[src/rtl/pipelined_rca_if.sv]
`timescale 1ns/1ps
// Operand/result bundle for pipelined_rca: valid/ready operand channel in, valid/ready result channel out.
// Latency: n/a (wires only).
// Backpressure: in_ready/out_ready carry it; master = producer+consumer side, slave = the adder.
//
// Signals:
//   in_valid/in_ready/a/b/cin      operand channel (master -> slave, ready back)
//   out_valid/out_ready/sum/cout   result channel (slave -> master, ready forward)
//   ovf                            signed overflow, present only with PIPELINED_RCA_OVF_EN
interface pipelined_rca_if #(
  parameter int WIDTH = 32
);
  logic             in_valid;
  logic             in_ready;
  logic [WIDTH-1:0] a;
  logic [WIDTH-1:0] b;
  logic             cin;
  logic             out_valid;
  logic             out_ready;
  logic [WIDTH-1:0] sum;
  logic             cout;

`ifdef PIPELINED_RCA_OVF_EN
  logic             ovf;

  modport master (
    output in_valid, a, b, cin, out_ready,
    input  in_ready, out_valid, sum, cout, ovf
  );

  modport slave (
    input  in_valid, a, b, cin, out_ready,
    output in_ready, out_valid, sum, cout, ovf
  );
`else
  modport master (
    output in_valid, a, b, cin, out_ready,
    input  in_ready, out_valid, sum, cout
  );

  modport slave (
    input  in_valid, a, b, cin, out_ready,
    output in_ready, out_valid, sum, cout
  );
`endif
endinterface

[src/rtl/pipelined_rca.sv]
`timescale 1ns/1ps
// Pipelined ripple-carry adder: WIDTH-bit a+b+cin split into STAGES chunks, one chunk added per stage.
// Latency: STAGES cycles from operand transfer to out_valid; throughput one add per cycle.
// Backpressure: full valid/ready; empty stages keep accepting under a downstream stall, results held stable.
//
// Ports:
//   clk, rst_n   rising-edge clock, asynchronous active-low reset
//   bus (slave)  in_valid/in_ready/a/b/cin operand channel, out_valid/out_ready/sum/cout result channel
// Optional feature macro: PIPELINED_RCA_OVF_EN adds bus.ovf (signed overflow, pipelined with sum).
module pipelined_rca #(
  parameter int WIDTH  = 32,
  parameter int STAGES = 4
) (
  input  logic           clk,
  input  logic           rst_n,
  pipelined_rca_if.slave bus
);

  localparam int CHUNK = WIDTH / STAGES;
  localparam int LAST  = STAGES - 1;

  generate
    if (STAGES < 1) begin : g_bad_stages
      $error("pipelined_rca: STAGES must be >= 1");
    end else if ((WIDTH % STAGES) != 0) begin : g_bad_width
      $error("pipelined_rca: WIDTH must be a multiple of STAGES");
    end
  endgenerate

  // Per-stage state. Stage k holds the finished low chunks 0..k in s_q[k], the carry out of
  // chunk k in c_q[k], and the raw operands in pa_q/pb_q so later stages can pick their chunk.
  logic [STAGES-1:0] v_q, v_d;
  logic [STAGES-1:0] c_q, c_d;
  logic [WIDTH-1:0]  s_q  [STAGES];
  logic [WIDTH-1:0]  s_d  [STAGES];
  logic [WIDTH-1:0]  pa_q [STAGES];
  logic [WIDTH-1:0]  pa_d [STAGES];
  logic [WIDTH-1:0]  pb_q [STAGES];
  logic [WIDTH-1:0]  pb_d [STAGES];

  // What each stage would load: the input port for stage 0, the previous stage otherwise.
  logic [WIDTH-1:0]  src_a [STAGES];
  logic [WIDTH-1:0]  src_b [STAGES];
  logic [WIDTH-1:0]  src_s [STAGES];
  logic [STAGES-1:0] src_c;

  // adv[k]: stage k loads this cycle. adv[STAGES] is the consumer taking the result.
  logic [STAGES:0]   adv;

`ifdef PIPELINED_RCA_OVF_EN
  logic ovf_q, ovf_d;
`endif

  // Advance chain, evaluated from the output back to the input so a pop at the tail lets every
  // full stage shift in the same cycle; an empty stage loads whatever the downstream state.
  always_comb begin : p_adv
    adv         = '0;
    adv[STAGES] = bus.out_ready;
    for (int k = STAGES - 1; k >= 1; k--) begin
      adv[k] = v_q[k-1] & (~v_q[k] | adv[k+1]);
    end
    adv[0] = bus.in_valid & (~v_q[0] | adv[1]);
  end

  assign bus.in_ready = ~v_q[0] | adv[1];

  always_comb begin : p_src
    src_a[0] = bus.a;
    src_b[0] = bus.b;
    src_s[0] = '0;
    src_c    = '0;
    src_c[0] = bus.cin;
    for (int k = 1; k < STAGES; k++) begin
      src_a[k] = pa_q[k-1];
      src_b[k] = pb_q[k-1];
      src_s[k] = s_q[k-1];
      src_c[k] = c_q[k-1];
    end
  end

  always_comb begin : p_stage
    logic [CHUNK:0] part;
    part = '0;
    v_d  = v_q;
    c_d  = c_q;
    for (int k = 0; k < STAGES; k++) begin
      s_d[k]  = s_q[k];
      pa_d[k] = pa_q[k];
      pb_d[k] = pb_q[k];

      // A stage stays full unless it hands its op on; it becomes full whenever it loads.
      v_d[k] = adv[k] | (v_q[k] & ~adv[k+1]);

      // One CHUNK-wide add with the incoming carry; its top bit is the carry to the next stage.
      part = {1'b0, src_a[k][k*CHUNK +: CHUNK]}
           + {1'b0, src_b[k][k*CHUNK +: CHUNK]}
           + {{CHUNK{1'b0}}, src_c[k]};

      if (adv[k]) begin
        s_d[k]                  = src_s[k];
        s_d[k][k*CHUNK +: CHUNK] = part[CHUNK-1:0];
        c_d[k]                  = part[CHUNK];
        pa_d[k]                 = src_a[k];
        pb_d[k]                 = src_b[k];
      end
    end

`ifdef PIPELINED_RCA_OVF_EN
    // Carry into the MSB is recovered as a^b^sum at that bit; overflow is it XOR carry out.
    ovf_d = ovf_q;
    if (adv[LAST]) begin
      ovf_d = src_a[LAST][WIDTH-1] ^ src_b[LAST][WIDTH-1] ^ s_d[LAST][WIDTH-1] ^ c_d[LAST];
    end
`endif
  end

  always_ff @(posedge clk or negedge rst_n) begin : p_regs
    if (!rst_n) begin
      v_q <= '0;
      c_q <= '0;
      for (int k = 0; k < STAGES; k++) begin
        s_q[k]  <= '0;
        pa_q[k] <= '0;
        pb_q[k] <= '0;
      end
`ifdef PIPELINED_RCA_OVF_EN
      ovf_q <= 1'b0;
`endif
    end else begin
      v_q <= v_d;
      c_q <= c_d;
      for (int k = 0; k < STAGES; k++) begin
        s_q[k]  <= s_d[k];
        pa_q[k] <= pa_d[k];
        pb_q[k] <= pb_d[k];
      end
`ifdef PIPELINED_RCA_OVF_EN
      ovf_q <= ovf_d;
`endif
    end
  end

  // Outputs come straight from last-stage flops: no combinational path from a/b to sum.
  assign bus.out_valid = v_q[LAST];
  assign bus.sum       = s_q[LAST];
  assign bus.cout      = c_q[LAST];
`ifdef PIPELINED_RCA_OVF_EN
  assign bus.ovf       = ovf_q;
`endif

  // A presented result must not change until the consumer takes it.
  a_out_hold : assert property (@(posedge clk) disable iff (!rst_n)
    (bus.out_valid && !bus.out_ready) |=> (bus.out_valid && $stable(bus.sum) && $stable(bus.cout)));

endmodule

[src/flat_wrapper.sv]
// flat-port wrapper written by rule: the top's interface ports become plain ports
module pipelined_rca_flat 
#(
  parameter int WIDTH  = 32,
  parameter int STAGES = 4
)
  (clk, rst_n, bus_in_valid, bus_a, bus_b, bus_cin, bus_out_ready, bus_in_ready, bus_out_valid, bus_sum, bus_cout);
  pipelined_rca_if #(.WIDTH(WIDTH)) bus_i ();
  input  logic clk;
  input  logic rst_n;
  input wire logic [$bits(bus_i.in_valid)-1:0] bus_in_valid;
  input wire logic [$bits(bus_i.a)-1:0] bus_a;
  input wire logic [$bits(bus_i.b)-1:0] bus_b;
  input wire logic [$bits(bus_i.cin)-1:0] bus_cin;
  input wire logic [$bits(bus_i.out_ready)-1:0] bus_out_ready;
  output wire logic [$bits(bus_i.in_ready)-1:0] bus_in_ready;
  output wire logic [$bits(bus_i.out_valid)-1:0] bus_out_valid;
  output wire logic [$bits(bus_i.sum)-1:0] bus_sum;
  output wire logic [$bits(bus_i.cout)-1:0] bus_cout;
  assign bus_i.in_valid = bus_in_valid;
  assign bus_i.a = bus_a;
  assign bus_i.b = bus_b;
  assign bus_i.cin = bus_cin;
  assign bus_i.out_ready = bus_out_ready;
  assign bus_in_ready = bus_i.in_ready;
  assign bus_out_valid = bus_i.out_valid;
  assign bus_sum = bus_i.sum;
  assign bus_cout = bus_i.cout;
  pipelined_rca #(.WIDTH(WIDTH), .STAGES(STAGES)) u_core (.clk(clk), .rst_n(rst_n), .bus(bus_i));
endmodule
[config.mk]
export PLATFORM = sky130hd
export DESIGN_NAME = pipelined_rca_flat
export DESIGN_NICKNAME = d
export VERILOG_FILES = /design/src/rtl/pipelined_rca_if.sv /design/src/rtl/pipelined_rca.sv /design/src/flat_wrapper.sv
export SDC_FILE = /design/constraint.sdc
export NUM_CORES = 1
export LEC_CHECK = 0
export ABC_CLOCK_PERIOD_IN_PS = 3150
export CAP_MARGIN = 20
export CORE_UTILIZATION = 45
export CTS_CLUSTER_DIAMETER = 80
export CTS_CLUSTER_SIZE = 8
export DETAILED_ROUTE_END_ITERATION = 12
export GPL_TIMING_DRIVEN = 0
export PLACE_DENSITY = 0.65
export RECOVER_POWER = 50
export SLEW_MARGIN = 0
export SYNTH_ARGS = -nofsm -noshare
export SYNTH_HDL_FRONTEND = slang
export SYNTH_SLANG_ARGS = --single-unit
[constraint.sdc]
create_clock -name clk -period 3.15 [get_ports clk]
set_clock_uncertainty 0.1 [all_clocks]
set_input_delay 0.7875 -clock clk [delete_from_list [all_inputs] [get_ports clk]]
set_output_delay 0.7875 -clock clk [all_outputs]
set_load 0.03 [all_outputs]
# [After elaboration in Yosys (flattened, before gate mapping)]
# Index checks and enable logic that the tools add are counted.
[classes] n_lt_le_gt_ge=0 n_shift=0 bitwise_logic=24 div_mod_pow=0 mul=0 n_reduce_logical=0 muxes=0 n_addsub=8 eq_ne=0
[op_table] op="$add A8 B8 Y9" count=4
[op_table] op="$add A9 B1 Y9" count=4
[op_table] op="$and A1 B1 Y1" count=8
[op_table] op="$not A1 Y1" count=8
[op_table] op="$or A1 B1 Y1" count=8
[word_totals] wordCells=47 mem_bits_rw=0 out_inout_bits=35 inputBits=69 latchBits=0 mem_count=0 mem_bits_ro=0 reg_bits=280

# [Depth between registers and ports, before layout]
[logic_depth] depth_word=10 mapped_depth=8 depth_no_buf=8

# [Worst setup path before layout]
# No wires, ideal clock.
[synth_timing] path_kind="input-to-reg" startpoint="input port bus_cin" endpoint="register u_core.c_q[0]" t_arrival_ns=2.435 cell_stages=7 setup_slack_ns=0.492 setup_time_ns=0.123 cell_sequence="fa_1 > fa_1 > a211oi_1 > o21ai_0 > and3_1 > o21ai_0 > a21oi_1"
[synth_between] elab_chain_cells=1
[synth_rtl] element="from (decl)" line="flat_wrapper.sv:14" text="input wire logic [$bits(bus_i.cin)-1:0] bus_cin;"
[synth_rtl] element="$add A9 B1 Y9" line="pipelined_rca.sv:97" text="+ {{CHUNK{1'b0}}, src_c[k]};"
[synth_rtl] element="to (signal assigned)" line="pipelined_rca.sv:120" text="c_q <= '0;"
[synth_rtl] element="to (signal assigned)" line="pipelined_rca.sv:131" text="c_q <= c_d;"
[synth_rtl] element="to (decl)" line="pipelined_rca.sv:33" text="logic [STAGES-1:0] c_q, c_d;"
# No other way between the ends.
# A chain may end at the register's enable or synchronous reset.

# [Worst setup path in the final report]
[layout_timing] startpoint="input port bus_out_ready" endpoint="output port bus_in_ready"
[layout_between] elab_chain_cells=7
[layout_rtl] element="from (decl)" line="flat_wrapper.sv:15" text="input wire logic [$bits(bus_i.out_ready)-1:0] bus_out_ready;"
[layout_rtl] element="$or A1 B1 Y1" line="pipelined_rca.sv:60" text="adv[k] = v_q[k-1] & (~v_q[k] | adv[k+1]);"
[layout_rtl] element="$and A1 B1 Y1" line="pipelined_rca.sv:60"
[layout_rtl] element="$or A1 B1 Y1" line="pipelined_rca.sv:60"
[layout_rtl] element="$and A1 B1 Y1" line="pipelined_rca.sv:60"
[layout_rtl] element="$or A1 B1 Y1" line="pipelined_rca.sv:60"
[layout_rtl] element="$and A1 B1 Y1" line="pipelined_rca.sv:60"
[layout_rtl] element="$or A1 B1 Y1" line="pipelined_rca.sv:65" text="assign bus.in_ready = ~v_q[0] | adv[1];"
[layout_rtl] element="to (decl)" line="flat_wrapper.sv:16" text="output wire logic [$bits(bus_i.in_ready)-1:0] bus_in_ready;"
# No other way between the ends.

==> results.txt <==
pre-CTS setup slack: -0.195 ns
HP Class: reg -> reg
CP max FO: 4
f_max: 325 MHz
Worst path max stage delay: 0.56 ns
ys async rst share: 100%
top_reg_cell synth: dfrtp_1
1st-iter DRT viols: 191
clock buffer count from CTS: 17
die height: 139 µm
first-pass GRT wire length: 27300 µm
root buf cell: clkbuf_16
VDD IR max: 425 µV
reg2reg start: u_core.pb_q[104]
Synth Instances: 604
fin crit period: 3.08 ns
final period utilization: 97.8%
Post-synth EDFFs: 0
clk slew on worst S/H paths: 0.06 ns
initial antenna violation count: 0
Worst setup SP type: input pin
core area: 18200 µm²
die area: 19400 µm²
Post-route DRC: 0
min-delay src: u_core.s_q[101]
Slew HR: -33.2%
Via density: 5.17
CTS tree: built
count leader, synth: dfrtp_1
area of the multi-input gates: 3420 µm²
WL per Instance: 16.7 µm
clk buf depth: 2
top cells by area, synth: dfrtp_1 (54%), mux2_2 (14%), mux2_4 (8.3%)
family with the most delay on the worst path: buffers and inverters
Worst EP arrival: 2.19 ns
RSZ-0062 raised after global routing: false
H-Tree Depth: 4
final HPWL from detailed placement: 11800 µm
layout cell share with drive strength beyond 1: 32.2%
RePlAce Congestion: 0.815
largest net degree at the start of global routing: 106
sequential share of the synthesized area: 54.2%
count of warnings emitted by yosys: 0
PwrDens: 899 nW/µm²
Vias: 5008
Ports: 104
FILL cells: 1435
Worst Path Required: 2.26 ns
initial core utilization: 46.7%
count of cell types in the netlist: 42
Post-Syn Area: 8500 µm²
CP cell instances: dlygate4sd3_1 > and3b_4 > nand3_4 > dlygate4sd2_1
Hold Vio Cnt, Final: 0
post-synth top area share: 54.2%
failing checks: capacitance limit, slew limit
vias in the first global route: 5451
Synth area leader: dfrtp_1
Max Cap Viol: 1
FF+latch count, synth: 184
aggregate global routing overflow: 0
CP Launch Point: bus_out_ready
# clock sinks: 184
GRT Total Usage: 18.0%
worst-skew pair later-pin latency: 0.43 ns
syn_area_per_cell: 14.1 µm²
NumNets Final: 832
PnR worst setup slack: 0.0692 ns
FP Rows: 49
Final setup viols: 0
post-CTS setup buffers: 0
DRT antenna net count: 0
crit path kind: in -> out
final wirelength: 16200 µm
measured slew at the worst slew-check pin: 2.00 ns
slowest CP cell: dlygate4sd3_1
Synthesized Nets: 709
Pleak: 4.70 nW
outcome: finished with violations
Die Width: 139 µm
CP Capture Type: primary output
final hold slack: 0.380 ns
Synth-to-Final Area Change: 23.4%
first drt pass iteration count: 4
FF/Latch Area: 4600 µm²
# diodes: 0
port bufs: 103
fin. max-slew vios: 80
buffer and inverter count on the worst path: 2
Synth top cells by count: dfrtp_1 (184), mux2_2 (102), mux2_4 (47)
## placed cells by master (no fill, tap or decap), drive strengths merged, types with 13 or more instances in the layout
cell / synthesis / routed
clkdlybuf4s50: 0 / 100
ha: 28 / 28
o21ai: 36 / 36
buf: 52 / 51
a21oi: 20 / 20
mux2: 151 / 151
clkbuf: 0 / 24
nand2: 32 / 32
dfrtp: 184 / 184
nor2: 13 / 13
## where the power goes
| part | internal (W) | switching (W) | total, W |
|---|---|---|---|
| clock | 0.00147 | 0.000892 | 0.00237 |
| sequential | 0.00316 | 0.000474 | 0.00364 |
| combinational | 0.00183 | 0.00159 | 0.00343 |
## registers in the layout (all words and copies together) (netlist names)
signal and flops:
u_core.s_q 48, u_core.pb_q 48, u_core.v_q 4, u_core.pa_q 48, u_core.c_q 4, u_core.bus.sum 32
## cells by family (layout without fill, tap and decap cells)
kind of cell | Yosys count | count (layout) | share of synthesized area [%]
and+or+nand+nor | 67 | 67 | 4.11
adders and majority gates | 36 | 36 | 6.01
xor gates and xnor gates | 15 | 15 | 1.55
buffers and inverters | 58 | 194 | 5.50
AOI/OAI and AO/OA | 93 | 93 | 6.59
muxes | 151 | 151 | 22.1
DFF | 184 | 184 | 54.2
## layout make-up
cell class	count	area share, %
sequential	184	43.9
buffer	52	4.20
timing repair buffer	104	10.0
multi-input combinational	362	32.6
clock inverter	11	1.84
clock buffer	21	4.49
inverter	6	0.215
tap	229	2.73
## metrics by stage
step	instance area [µm²]	std cells	power, W	utilization (%)	TNS, ns
finish	10500	969	0.00943	57.6	0
global route	10500	969	0.00999	57.6	0
CTS	10500	969	0.00952	57.7	0
detailed placement	9850	937	0.00713	54.1	-0.381
global placement	9820	936	0.00699	53.9	-1109.84
floorplan	8500	604	0.00602	-	0
## routing by layer
layer  global-route usage [%]  share of wire, %
met2                     31.2                50
met4                     4.91               1.2
met3                     4.09               3.2
met5                        0                 0
met1                     22.5                45
## worst register-to-register path, delay by kind of cell (launching register included)
family                     cells  cell delay [ns]
adders and majority gates      2             0.90
and+or+nand+nor                1             0.09
DFF                            1             0.41
AOI/OAI and AO/OA              4             0.85
## repair_timing
action                                  in CTS  in global routing
hold buffers                                 0                  0
endpoints found under the setup margin       1                  0
gates resized for setup                      1                  0
## worst paths after layout
| kind | to | slack (ns) | depth (start not counted) |
|---|---|---|---|
| max | bus_in_ready | 0.07 | 4 |
| min | u_core.s_q[101] | 0.38 | 2 |
| max reg2reg | u_core.s_q[78] | 0.67 | 7 |
| min reg2reg | u_core.s_q[101] | 0.38 | 2 |
| max in group asynchronous | u_core.pb_q[126] | 0.85 | 2 |
| min in group asynchronous | u_core.pa_q[119] | 0.80 | 1 |
No activity file was read; power rests on OpenSTA's default activity.
